===== config.mk =====
export PLATFORM = sky130hd
export DESIGN_NAME = mem_access_unit
export DESIGN_NICKNAME = d
export VERILOG_FILES = /design/src/rtl/mem_access_unit.sv
export SDC_FILE = /design/constraint.sdc
export NUM_CORES = 1
export LEC_CHECK = 0
export BUFFER_PORTS_ARGS = -buffer_cell sky130_fd_sc_hd__buf_2
export CAP_MARGIN = 10
export CORE_MARGIN = 4
export CORE_UTILIZATION = 32
export CTS_CLUSTER_SIZE = 14
export DETAILED_ROUTE_END_ITERATION = 8
export GPL_TIMING_DRIVEN = 0
export MAX_ROUTING_LAYER = met4
export PLACE_DENSITY = 0.69
export SYNTH_ARGS = -nofsm -noshare
export SYNTH_HDL_FRONTEND = slang
export SYNTH_SLANG_ARGS = --single-unit

===== constraint.sdc =====
create_clock -name clk -period 2.3 [get_ports clk]
set_input_delay 0.115 -clock clk [delete_from_list [all_inputs] [get_ports clk]]
set_output_delay 0.115 -clock clk [all_outputs]
set_load 0.01 [all_outputs]

===== src/rtl/mem_access_unit.sv =====
// Multicycle memory front-end: turns control-unit strobes into a valid/ready
// request plus response transaction and holds the IR / MDR.
module mem_access_unit #(
    parameter int TIMEOUT = 16
) (
    input  logic        clk,
    input  logic        reset,
    input  logic        mem_read,
    input  logic        mem_write,
    input  logic        i_or_d,
    input  logic        IR_write,
    input  logic [31:0] pc,
    input  logic [31:0] alu_out,
    input  logic [31:0] write_data,
    output logic        req_valid,
    input  logic        req_ready,
    output logic        req_we,
    output logic [31:0] req_addr,
    output logic [31:0] req_wdata,
    input  logic        resp_valid,
    input  logic [31:0] resp_data,
    output logic        stall,
    output logic        done,
    output logic [31:0] inst_reg,
    output logic [31:0] mem_data_reg,
    output logic        access_fault
);
    localparam int CW = $clog2(TIMEOUT + 1);
    localparam logic [CW-1:0] TMAX = CW'(TIMEOUT - 1);

    typedef enum logic [1:0] {IDLE, REQ, WAIT, DONE} state_t;

    state_t        state;
    logic [CW-1:0] cnt;
    logic          dest_ir;
    logic [31:0]   addr_sel;
    logic          bad_access;

    assign addr_sel   = i_or_d ? alu_out : pc;
    assign bad_access = (mem_read & mem_write) | (addr_sel[1:0] != 2'b00);

    // Combinational so the control unit holds in the very cycle it asks.
    assign stall = ((state == IDLE) & (mem_read | mem_write)) |
                   (state == REQ) | (state == WAIT);

    always_ff @(posedge clk) begin
        if (reset) begin
            state        <= IDLE;
            cnt          <= '0;
            dest_ir      <= 1'b0;
            req_valid    <= 1'b0;
            req_we       <= 1'b0;
            req_addr     <= '0;
            req_wdata    <= '0;
            done         <= 1'b0;
            inst_reg     <= '0;
            mem_data_reg <= '0;
            access_fault <= 1'b0;
        end else begin
            done <= 1'b0;
            case (state)
                IDLE: begin
                    if (mem_read | mem_write) begin
                        req_addr  <= addr_sel;
                        req_we    <= mem_write;
                        req_wdata <= write_data;
                        dest_ir   <= IR_write & ~i_or_d;
                        if (bad_access) begin
                            access_fault <= 1'b1;
                            done         <= 1'b1;
                            state        <= DONE;
                        end else begin
                            req_valid <= 1'b1;
                            state     <= REQ;
                        end
                    end
                end
                REQ: begin
                    if (req_ready) begin
                        req_valid <= 1'b0;
                        if (req_we) begin
                            done  <= 1'b1;
                            state <= DONE;
                        end else begin
                            cnt   <= '0;
                            state <= WAIT;
                        end
                    end
                end
                WAIT: begin
                    // A response arriving on the last allowed cycle beats the timeout.
                    if (resp_valid) begin
                        if (dest_ir) inst_reg <= resp_data;
                        else         mem_data_reg <= resp_data;
                        done  <= 1'b1;
                        state <= DONE;
                    end else if (cnt == TMAX) begin
                        access_fault <= 1'b1;
                        done         <= 1'b1;
                        state        <= DONE;
                    end else begin
                        cnt <= cnt + 1'b1;
                    end
                end
                DONE:    state <= IDLE;
                default: state <= IDLE;
            endcase
        end
    end
endmodule


Yosys cells after proc, flatten, opt, wreduce, memory -nomap -nowiden
Cells that the tools add are included.

Add/sub/neg operators: 1. Equal/unequal tests: 13. Muxes and demuxes: 29. Bitwise gates (word level): 9. Reductions and logical operators: 12.

Operators with widths (number): $mux W32 (1); $mux W5 (4); $mux W1 (14); $ne A2 B2 Y1 const B (6); $mux W2 (5); $pmux W5 S2 (1); $reduce_and A5 Y1 (2); $reduce_and A3 Y1 (3); $pmux W2 S4 (1); $reduce_bool A2 Y1 (4); $add A5 B1 Y5 const B (1); $eq A5 B4 Y1 const B (1); $eq A2 B2 Y1 const B (2); $ne A2 B1 Y1 const B (2); $or A1 B1 Y1 (4); $pmux W1 S2 (2); $reduce_and A4 Y1 (1); $and A1 B1 Y1 (3); $ne A3 B2 Y1 const B (1); $pmux W1 S3 (1); $eq A2 B1 Y1 const B (1); $logic_not A2 Y1 (1); $not A1 Y1 (2); $reduce_and A2 Y1 (1).

Flip-flop bits (word level): 140. Output and inout port bits: 133.

Logic depth before layout (Yosys ltp)
Gate-level depths: netlist (run 1).

Depth in word-level cells: 6. Depth in mapped cells: 9. Depth with buffers taken out: 7.

Worst setup path after synthesis (run 1)
OpenSTA, ideal clock, no wires.

Path type: register to register. Start: reg cnt[0]. End: reg cnt[3]. Arrival: 1.833 ns. Slack: 0.397 ns. Stages on the path, launching flop included: 8. Path buffers: 0. Clock period less this slack: 1.903 ns. Path through: dfxtp_1 > ha_1 > and3_1 > ha_1 > o21a_1 > a211o_1 > or3_1 > a21oi_1.

Cells in the longest elaborated chain, start to end: 4. Elaborated cells on any way between the ends: 7.

Ends and longest elaborated chain: start, declared (line 34) `logic [CW-1:0] cnt;`; start signal, assigned (line 102) `cnt <= cnt + 1'b1;`; $add A5 B1 Y5 (line 102); $mux W5 (line 97) `end else if (cnt == TMAX) begin`; $mux W5 (line 92) `if (resp_valid) begin`; $pmux W5 S2 (line 61) `case (state)`.

Several ways; a longest one is shown, not always the timed one. The select of a mux whose other input is x is not followed. A chain may end at the register's enable or synchronous reset.

Worst setup path after layout (run 1)
Start: reg state[0]. End: out stall.

Cells in the longest elaborated chain, start to end: 4. Elaborated cells on any way between the ends: 6.

Ends and longest elaborated chain: start, declared (line 33) `state_t state;`; start signal, assigned (line 48) `state <= IDLE;`; start signal, assigned (line 71) `state <= DONE;`; start signal, assigned (line 74) `state <= REQ;`; $logic_not A2 Y1 (line 43) `assign stall = ((state == IDLE) & (mem_read | mem_write)) |`; $and A1 B1 Y1 (line 43); $or A1 B1 Y1 (line 43); $or A1 B1 Y1 * (line 44) `(state == REQ) | (state == WAIT);`; end, declared (line 22) `output logic stall,`.

Mark *: on every way between the ends. The rest lies on a longest branch, timed or not.

==> flow_summary.json, run 1 <==
{
  "outcome": "finished, final reports clean",
  "synthSimpleGateAreaFrac_pct": 18.6,
  "clock-sinks": 140,
  "yosys_warnings": 0,
  "synthArstFlopShare_pct": 0,
  "maxSlewHeadroom_pct": 51.2,
  "grt_pass1_vias": 5664,
  "report.final.slew_viol_count": 0,
  "synth_fa_ha_area_share_pct": 1.62,
  "met1_usage_pct": 22.6,
  "slowest_delay_ns": 0.36,
  "ys_seq_area_share_pct": 51.9,
  "grt_pass1_wl_um": 28000,
  "drt-total-wl_um": 18800,
  "worstReg2RegEnd": "cnt[3]",
  "nets": 1142,
  "cp_cell_sequence": "inv_1 > ha_1 > buf_2 > o21ai_2 > buf_4 > nand2_1 > buf_2",
  "numCtsBuffers": 17,
  "cts_tree": "yes",
  "whs_endpoint": "req_addr[8]",
  "critPathTopFamily": "buffers and inverters",
  "required_ns": 2.18,
  "layout_common_cells": "buf_2, nand2_1, dfxtp_1",
  "clk_latency_ns": 0.43,
  "tns_ns": 0,
  "via_per_inst": 4.67,
  "max_freq_mhz": 480,
  "synth_ff_type": "dfxtp_1",
  "ys_ff_latch": 140,
  "coreArea_mm2": 0.0166,
  "synth_compound_area_share_pct": 17.1,
  "synth-xor-area-share_pct": 0.162,
  "cts_setup_buffers": 0,
  "critPathArrivalTime_ns": 1.97,
  "final-hold-violation-count": 0,
  "path_buf_inv": 4,
  "wl_per_cell_um": 15.3,
  "floorplan.rows": 47,
  "placed_cells": 1135,
  "port_buffers": 266,
  "r2r_slack_ns": 0.26,
  "crit_path_frequent_cell": "buf_2",
  "synth_nets": 792,
  "mostFrequentLayoutCell": "buf_2",
  "dieHeight_um": 138,
  "met3_usage_pct": 6.02,
  "cts_max_level": 4,
  "cpMaxStageDelayCell": "dfxtp_1",
  "layout.cells.non_filler": 1232,
  "crit_path_start_kind": "flop",
  "synth.avg_cell_area_um2": 8.32,
  "grt_antenna_before_repair": 0,
  "cts_root_buf": "clkbuf_16",
  "finalCriticalPeriod_ns": 2.08,
  "synth_edf_count": 0,
  "die_x_um": 138,
  "dpl.hpwl_um": 13700,
  "end_kind": "primary output",
  "drt_iter0_markers": 270,
  "drive_gt1_share_pct": 31.9,
  "synth_top_family_by_area": "simple AND/OR/NAND/NOR gates",
  "gr-usage-met2_pct": 33.5,
  "start_util_pct": 32.6,
  "fillCellCount": 1573,
  "vdd_drop_max_mv": 0.534,
  "fin_worst_skew_ns": 0.0128,
  "grt_max_degree": 17,
  "path_max_fanout": 10,
  "vias": 5752,
  "grt.busiest_layer": "met2",
  "fp.dieArea_mm2": 0.0190,
  "drtAntennaViolNets": 0,
  "cts_buffer_depth": 2,
  "syn_area_mm2": 0.00540,
  "synth_cell_types": 36,
  "p_per_area_mw_per_mm2": 1030,
  "reg2reg_depth": 7,
  "place.gp.congestion": 0.805,
  "rsz0062_at_grt": "false",
  "antenna_cells": 0,
  "clk_pin_slew_ns": 0.07,
  "path_class": "flop to primary output",
  "dr.pass1.iters": 6,
  "hold-path-cell-count": 3,
  "drc": 0,
  "worstHoldPathType": "input pin to flop",
  "setup_viol": 0,
  "min_period_over_period_pct": 90.6,
  "grt_use_total_pct": 19.7,
  "area_growth_pct": 53.1,
  "muxShareOfSynthArea_pct": 6.12,
  "drv_cap": 0,
  "hp-start": "pc[8]",
  "p_leak_nw": 3.79,
  "num_io_pins": 269,
  "grt_overflow": 0,
  "worst_slew_pin_slew_ns": 0.732,
  "r2r-start": "cnt[0]",
  "synthCells": 649
}
==> worst reg2reg max path: cells and delay by family, from the launching register on <==
kind | cells | cell delay (ns)
fa+ha+maj | 2 | 0.43
simple gates | 2 | 0.53
flops | 1 | 0.34
compound gates | 3 | 0.69
==> through the flow <==
stage	instance area (um2)	utilization, %	hold slack [ns]	worst slack [ns]	power (mW)
after floorplan	5400	-	0.251	0.397	4.65
after global placement	7010	42.2	0.355	0.119	5.62
after detailed placement	7010	42.2	0.361	0.0808	5.66
after CTS	8260	49.8	0.0124	0.0486	8.59
after global routing	8270	49.8	0.0250	0.0523	9.04
final	8270	49.8	0.0261	0.216	8.50
==> report_power, final <==
part,switching [mW],internal (mW)
Clock,1.17,1.64
Sequential,0.237,2.88
Combinational,1.57,1.02
Total,2.97,5.53
==> logic make-up after synthesis <==
kind of cell | after synthesis
mux | 33
compound gates | 155
flops | 140
fa+ha+maj | 7
simple gates | 257
buf+inv | 56
xor+xnor | 1
==> final cells by class <==
type | count | area, um2 | area share, %
plain buffers | 49 | 218 | 2.63
clock buffers | 17 | 425 | 5.15
clock inverters | 15 | 176 | 2.13
inverters | 7 | 26.3 | 0.318
multi-input cells | 453 | 2360 | 28.5
flip-flops and latches | 140 | 2800 | 33.9
well taps | 220 | 275 | 3.33
repair buffers | 331 | 1980 | 24.0
==> repair_timing <==
item / 4_1_cts / 5_1_grt
setup endpoints to repair: 1 / 1
endpoints found under the hold margin: 97 / 0
hold buffers: 65 / 0
pin swaps: 0 / 0
resized for setup: 2 / 3
==> Yosys cell counts, types with 2 or more instances <==
master / instances / area (um2)
clkbuf_1: 29 / 109
nand2_1: 200 / 751
o31ai_1: 2 / 15.0
and3_1: 2 / 12.5
inv_1: 7 / 26.3
mux2i_1: 33 / 330
buf_2: 18 / 90.1
a211oi_1: 35 / 263
a31oi_1: 2 / 12.5
nand3_1: 3 / 15.0
a21oi_1: 100 / 500
nand2b_1: 2 / 12.5
ha_1: 7 / 87.6
or3_1: 2 / 12.5
nor3b_1: 3 / 22.5
nor2_1: 41 / 154
dfxtp_1: 140 / 2800
o21ai_0: 4 / 20.0
o21a_1: 2 / 15.0
==> metal layers <==
layer | part of all wire (%) | wire length (um)
met1 | 41 | 7730
met2 | 49 | 9180
met3 | 8.7 | 1640
met4 | 1.2 | 234
met5 | 0 | 0
==> how the worst max path moves through the flow <==
stage                         from  endpoint  slack (ns)  depth (start not counted)
final                     state[0]     stall        0.22                          7
after detailed placement  state[0]     stall        0.08                          7
after floorplan             cnt[0]    cnt[3]        0.40                          7
after global routing      state[0]     stall        0.05                          7
after CTS                 state[0]     stall        0.05                          7
after global placement    state[0]     stall        0.12                          7
Power figures use the tool's default switching activity.
==> run 2: changes to the inputs <==
--- a/config.mk
+++ b/config.mk
@@ -15,4 +15,5 @@
 export MAX_ROUTING_LAYER = met4
 export PLACE_DENSITY = 0.69
+export SKIP_CTS_REPAIR_TIMING = 1
 export SYNTH_ARGS = -nofsm -noshare
 export SYNTH_HDL_FRONTEND = slang
==> constraint.sdc (replaced) <==
create_clock -name clk -period 2.3 [get_ports clk]
set_input_delay 0.23 -clock clk [delete_from_list [all_inputs] [get_ports clk]]
set_output_delay 0.23 -clock clk [all_outputs]
set_load 0.01 [all_outputs]
==> run 2 against run 1 <==
  * Worst hold slack better by 0.015 ns
  * Critical path depth stayed put
  * Non-clock buffer count is 65 lower
  * Worst setup slack better by 0.0033 ns
  * Clock power hardly changed
  * Sequential share of layout area is 2.8 points higher
  * Combinational power is 3% lower
  * Largest power group unchanged
==> flow_summary.json, run 2 (synthesized netlist as in run 1, its figures left out) <==
{
  "required_ns": 2.07,
  "outcome": "finished, final reports clean",
  "drv_cap": 0,
  "cts_root_buf": "clkbuf_16",
  "grt_use_total_pct": 18.6,
  "critPathArrivalTime_ns": 1.85,
  "drive_gt1_share_pct": 34.1,
  "die_x_um": 138,
  "total_power_mw": 8.42,
  "floorplan.rows": 47,
  "clock-sinks": 140,
  "crit_path_start_kind": "flop",
  "num_io_pins": 269,
  "tns_ns": 0,
  "wl_per_cell_um": 15.1,
  "dieHeight_um": 138,
  "via_per_inst": 4.68,
  "fp.dieArea_mm2": 0.0190,
  "clk_pin_slew_ns": 0.07,
  "cts_buffer_depth": 2,
  "clk_latency_ns": 0.42,
  "drt_iter0_markers": 202,
  "drt-total-wl_um": 17700,
  "place.gp.congestion": 0.805,
  "worst_slew_pin_slew_ns": 0.732,
  "drc": 0,
  "grt_pass1_wl_um": 26400,
  "nets": 1077,
  "p_leak_nw": 3.52,
  "fillCellCount": 1659,
  "end_kind": "primary output",
  "layout_common_cells": "buf_2, nand2_1, dfxtp_1",
  "path_class": "flop to primary output",
  "worstReg2RegEnd": "cnt[3]",
  "p_per_area_mw_per_mm2": 1100,
  "dr.pass1.iters": 4,
  "area_growth_pct": 41.3,
  "final_cell_area_mm2": 0.00763,
  "worstHoldPathType": "input pin to flop",
  "vias": 5466,
  "cts_max_level": 4,
  "grt_max_degree": 17,
  "r2r-start": "cnt[0]",
  "r2r_slack_ns": 0.26,
  "report.final.slew_viol_count": 0,
  "setup_viol": 0,
  "cts_tree": "yes",
  "dpl.hpwl_um": 13700,
  "max_freq_mhz": 481,
  "rsz0062_at_grt": "false",
  "maxSlewHeadroom_pct": 51.2,
  "drtAntennaViolNets": 0,
  "finalCriticalPeriod_ns": 2.08,
  "grt_pass1_vias": 5247,
  "grt_overflow": 0,
  "reg2reg_depth": 7,
  "min_period_over_period_pct": 90.5,
  "port_buffers": 266,
  "crit_path_start": "state[0]",
  "numCtsBuffers": 17,
  "final_util_pct": 46.0,
  "cp-endpoint": "stall",
  "mostFrequentLayoutCell": "buf_2",
  "final-hold-violation-count": 0,
  "path_max_fanout": 10,
  "grt_antenna_before_repair": 1,
  "coreArea_mm2": 0.0166,
  "start_util_pct": 32.6,
  "vdd_drop_max_mv": 0.523,
  "placed_area_mm2": 0.00701,
  "fin_worst_skew_ns": 0.00519
}
==> run 2: cell count changes in the layout (fill, tap and decap cells not counted) <==
| cell | change |
|---|---|
| buf_4 | -1 |
| buf_6 | +1 |
| diode_2 | +1 |
| dlygate4sd3_1 | -65 |
| o21ai_2 | -1 |
| o21ai_4 | +1 |
==> run 2: power by group <==
part / internal [mW] / switching, mW
clock: 1.64 / 1.17
combinational: 0.954 / 1.55
sequential: 2.88 / 0.233
total: 5.47 / 2.95
==> run 2: area by class of cell <==
type                    instances  area [um2]  area share [%]
well taps                     220         275            3.61
clock buffers                  17         425            5.58
repair buffers                266        1330            17.5
plain buffers                  49         221            2.90
multi-input cells             453        2370            31.0
inverters                       7        26.3           0.344
diodes                          1        2.50          0.0328
clock inverters                15         176            2.31
flip-flops and latches        140        2800            36.7
==> run 2: worst min path at each step <==
stage | startpoint | to | slack [ns] | depth (start not counted)
CTS | write_data[11] | req_wdata[11] | 0.02 | 3
detailed placement | mem_data_reg[24] | mem_data_reg[24] | 0.44 | 2
global placement | inst_reg[15] | inst_reg[15] | 0.44 | 2
floorplan | resp_data[0] | inst_reg[0] | 0.37 | 2
global route | write_data[18] | req_wdata[18] | 0.03 | 3
finish | write_data[4] | req_wdata[4] | 0.04 | 3
==> run 2: per-layer routing <==
layer  part of all wire [%]  GRT usage [%]  up-vias
li1                       -              -     2762
met1                     42           21.9     2457
met2                     47           30.4      227
met3                    9.2           6.42       20
met4                    1.2           5.32        0
met5                      0              -        -
==> run 2: worst max-delay path: stages, from the launching register on <==
cell and delay (ns):
dfxtp_1 0.36, inv_1 0.11, ha_1 0.21, buf_2 0.17, o21ai_4 0.16, buf_6 0.20, nand2_1 0.05, buf_2 0.16
==> run 2: metrics by stage <==
step	worst slack [ns]	instances	hold slack [ns]
floorplan	0.397	649	0.366
global placement	0.00440	1135	0.438
detailed placement	-0.0342	1135	0.444
CTS	-0.501	1167	0.0217
global route	0.0872	1168	0.0299
finish	0.220	1168	0.0414
==> run 3: changes to the inputs <==
==> constraint.sdc (replaced) <==
create_clock -name clk -period 2.3 [get_ports clk]
set_input_delay 0.46 -clock clk [delete_from_list [all_inputs] [get_ports clk]]
set_output_delay 0.46 -clock clk [all_outputs]
set_load 0.01 [all_outputs]
==> run 3 against run 2 <==
  * Flip-flop and latch count unchanged
  * Worst setup slack worse by 0.081 ns
  * Critical path depth unchanged
  * Clock skew up 0.00076 ns
  * Fmax down 3.7%
  * Global-route usage unchanged
  * Non-clock buffer count up 3
  * Critical endpoint unchanged
  * Largest power group unchanged
  * Highest routed layer unchanged
==> flow_summary.json, run 3 (synthesized netlist as in run 1, its figures left out) <==
{
  "outcome": "finished, final reports clean",
  "report.final.slew_viol_count": 0,
  "worstHoldPathType": "input pin to flop",
  "drt-total-wl_um": 17700,
  "clock-sinks": 140,
  "grt_pass1_vias": 5247,
  "cpMaxStageDelayCell": "dfxtp_1",
  "dieHeight_um": 138,
  "die_x_um": 138,
  "crit_path_start_kind": "flop",
  "wl_per_cell_um": 15.1,
  "rsz0062_at_grt": "false",
  "max_freq_mhz": 463,
  "grt_antenna_before_repair": 1,
  "floorplan.rows": 47,
  "vdd_drop_max_mv": 0.524,
  "cp_cell_sequence": "inv_1 > ha_1 > buf_2 > o21ai_4 > buf_6 > nand2_1 > buf_2",
  "combinationalPowerShare_pct": 30.0,
  "cts_max_level": 4,
  "port_buffers": 266,
  "cts_buffer_depth": 2,
  "p_int_mw": 5.50,
  "whs_ns": 0.268,
  "setup_viol": 0,
  "min_period_over_period_pct": 94.0,
  "cts_tree": "yes",
  "pwr-share-clk_pct": 33.2,
  "fillCellCount": 1658,
  "vias": 5458,
  "start_util_pct": 32.6,
  "end_kind": "primary output",
  "worst_slew_pin_slew_ns": 0.725,
  "total_power_mw": 8.46,
  "path_class": "flop to primary output",
  "place.gp.congestion": 0.805,
  "drtAntennaViolNets": 0,
  "sw_frac_of_total_pct": 35.0,
  "final_util_pct": 46.2,
  "drv_cap": 0,
  "critPathArrivalTime_ns": 1.70,
  "setup_slack_ns": 0.139,
  "required_ns": 1.84,
  "drc": 0,
  "path_max_fanout": 9,
  "p_switching_mw": 2.96,
  "grt_pass1_wl_um": 26400,
  "p_leak_nw": 3.54,
  "layout_common_cells": "buf_2, nand2_1, dfxtp_1",
  "seq_power_share_pct": 36.8,
  "fp.dieArea_mm2": 0.0190,
  "mostFrequentLayoutCell": "buf_2",
  "finalCriticalPeriod_ns": 2.16,
  "numCtsBuffers": 17,
  "coreArea_mm2": 0.0166,
  "dpl.hpwl_um": 13700,
  "maxSlewHeadroom_pct": 51.6,
  "drt_iter0_markers": 229,
  "final_cell_area_mm2": 0.00765,
  "cts_root_buf": "clkbuf_16",
  "clk_pin_slew_ns": 0.07,
  "final-hold-violation-count": 0,
  "num_io_pins": 269,
  "slowest_delay_ns": 0.36,
  "pre_cts_ws_ns": -0.264,
  "clk_latency_ns": 0.42,
  "placed_area_mm2": 0.00701,
  "grt_max_degree": 17,
  "p_per_area_mw_per_mm2": 1110,
  "drive_gt1_share_pct": 34.3,
  "nets": 1080,
  "area_growth_pct": 41.8,
  "fin_worst_skew_ns": 0.00595,
  "grt_overflow": 0,
  "dr.pass1.iters": 4,
  "grt_use_total_pct": 18.6,
  "crit_path_frequent_cell": "buf_2",
  "via_per_inst": 4.66
}
run 3: changes by cell type in the layout (fill, tap and decap cells not counted):
cell / delta
diode_2: +1
buf_4: +3
run 3: routing by layer:
metal / GRT usage (%) / wire, um / vias to the layer above
li1: - / - / 2765
met1: 21.9 / 7480 / 2455
met2: 30.4 / 8410 / 221
met3: 6.42 / 1650 / 17
met4: 5.32 / 214 / 0
met5: - / 0 / -
run 3: layout make-up:
type,instances,area (um2),area share (%)
sequential,140,2800,36.6
multi-input combinational,453,2370,30.9
timing repair buffer,269,1350,17.7
clock buffer,17,425,5.56
tap,220,275,3.60
buffer,49,221,2.89
clock inverter,15,176,2.31
inverter,7,26.3,0.343
antenna,2,5.00,0.0654
run 3: critical path, delay by kind of cell (launching register included):
| kind | cells | cell delay (ns) |
|---|---|---|
| fa+ha+maj | 1 | 0.20 |
| compound gates | 1 | 0.10 |
| simple gates | 1 | 0.04 |
| flops | 1 | 0.36 |
| buf+inv | 4 | 0.57 |
run 3: power by group through the flow:
stage / logic (mW) / registers, mW / clock network (mW)
after floorplan: 1.30 / 3.34 / 0
after detailed placement: 2.50 / 3.16 / 0
final: 2.54 / 3.11 / 2.81
after CTS: 2.51 / 3.11 / 2.87
after global placement: 2.47 / 3.14 / 0
after global routing: 2.84 / 3.16 / 2.99
run 3: path summary, 6_finish.rpt:
| check | from | endpoint | slack [ns] | depth (start not counted) |
|---|---|---|---|---|
| setup / recovery | state[0] | stall | 0.14 | 7 |
| hold reg to reg | mem_data_reg[22] | mem_data_reg[22] | 0.45 | 2 |
| hold / removal | write_data[4] | req_wdata[4] | 0.27 | 3 |
| setup reg to reg | cnt[0] | cnt[3] | 0.26 | 7 |
run 3: stage by stage:
stage / instances / TNS [ns]
2_1_floorplan: 649 / 0
3_3_place_gp: 1135 / -0.289
3_5_place_dp: 1135 / -0.475
4_1_cts: 1167 / -0.731
5_1_grt: 1171 / 0
6_report: 1172 / 0
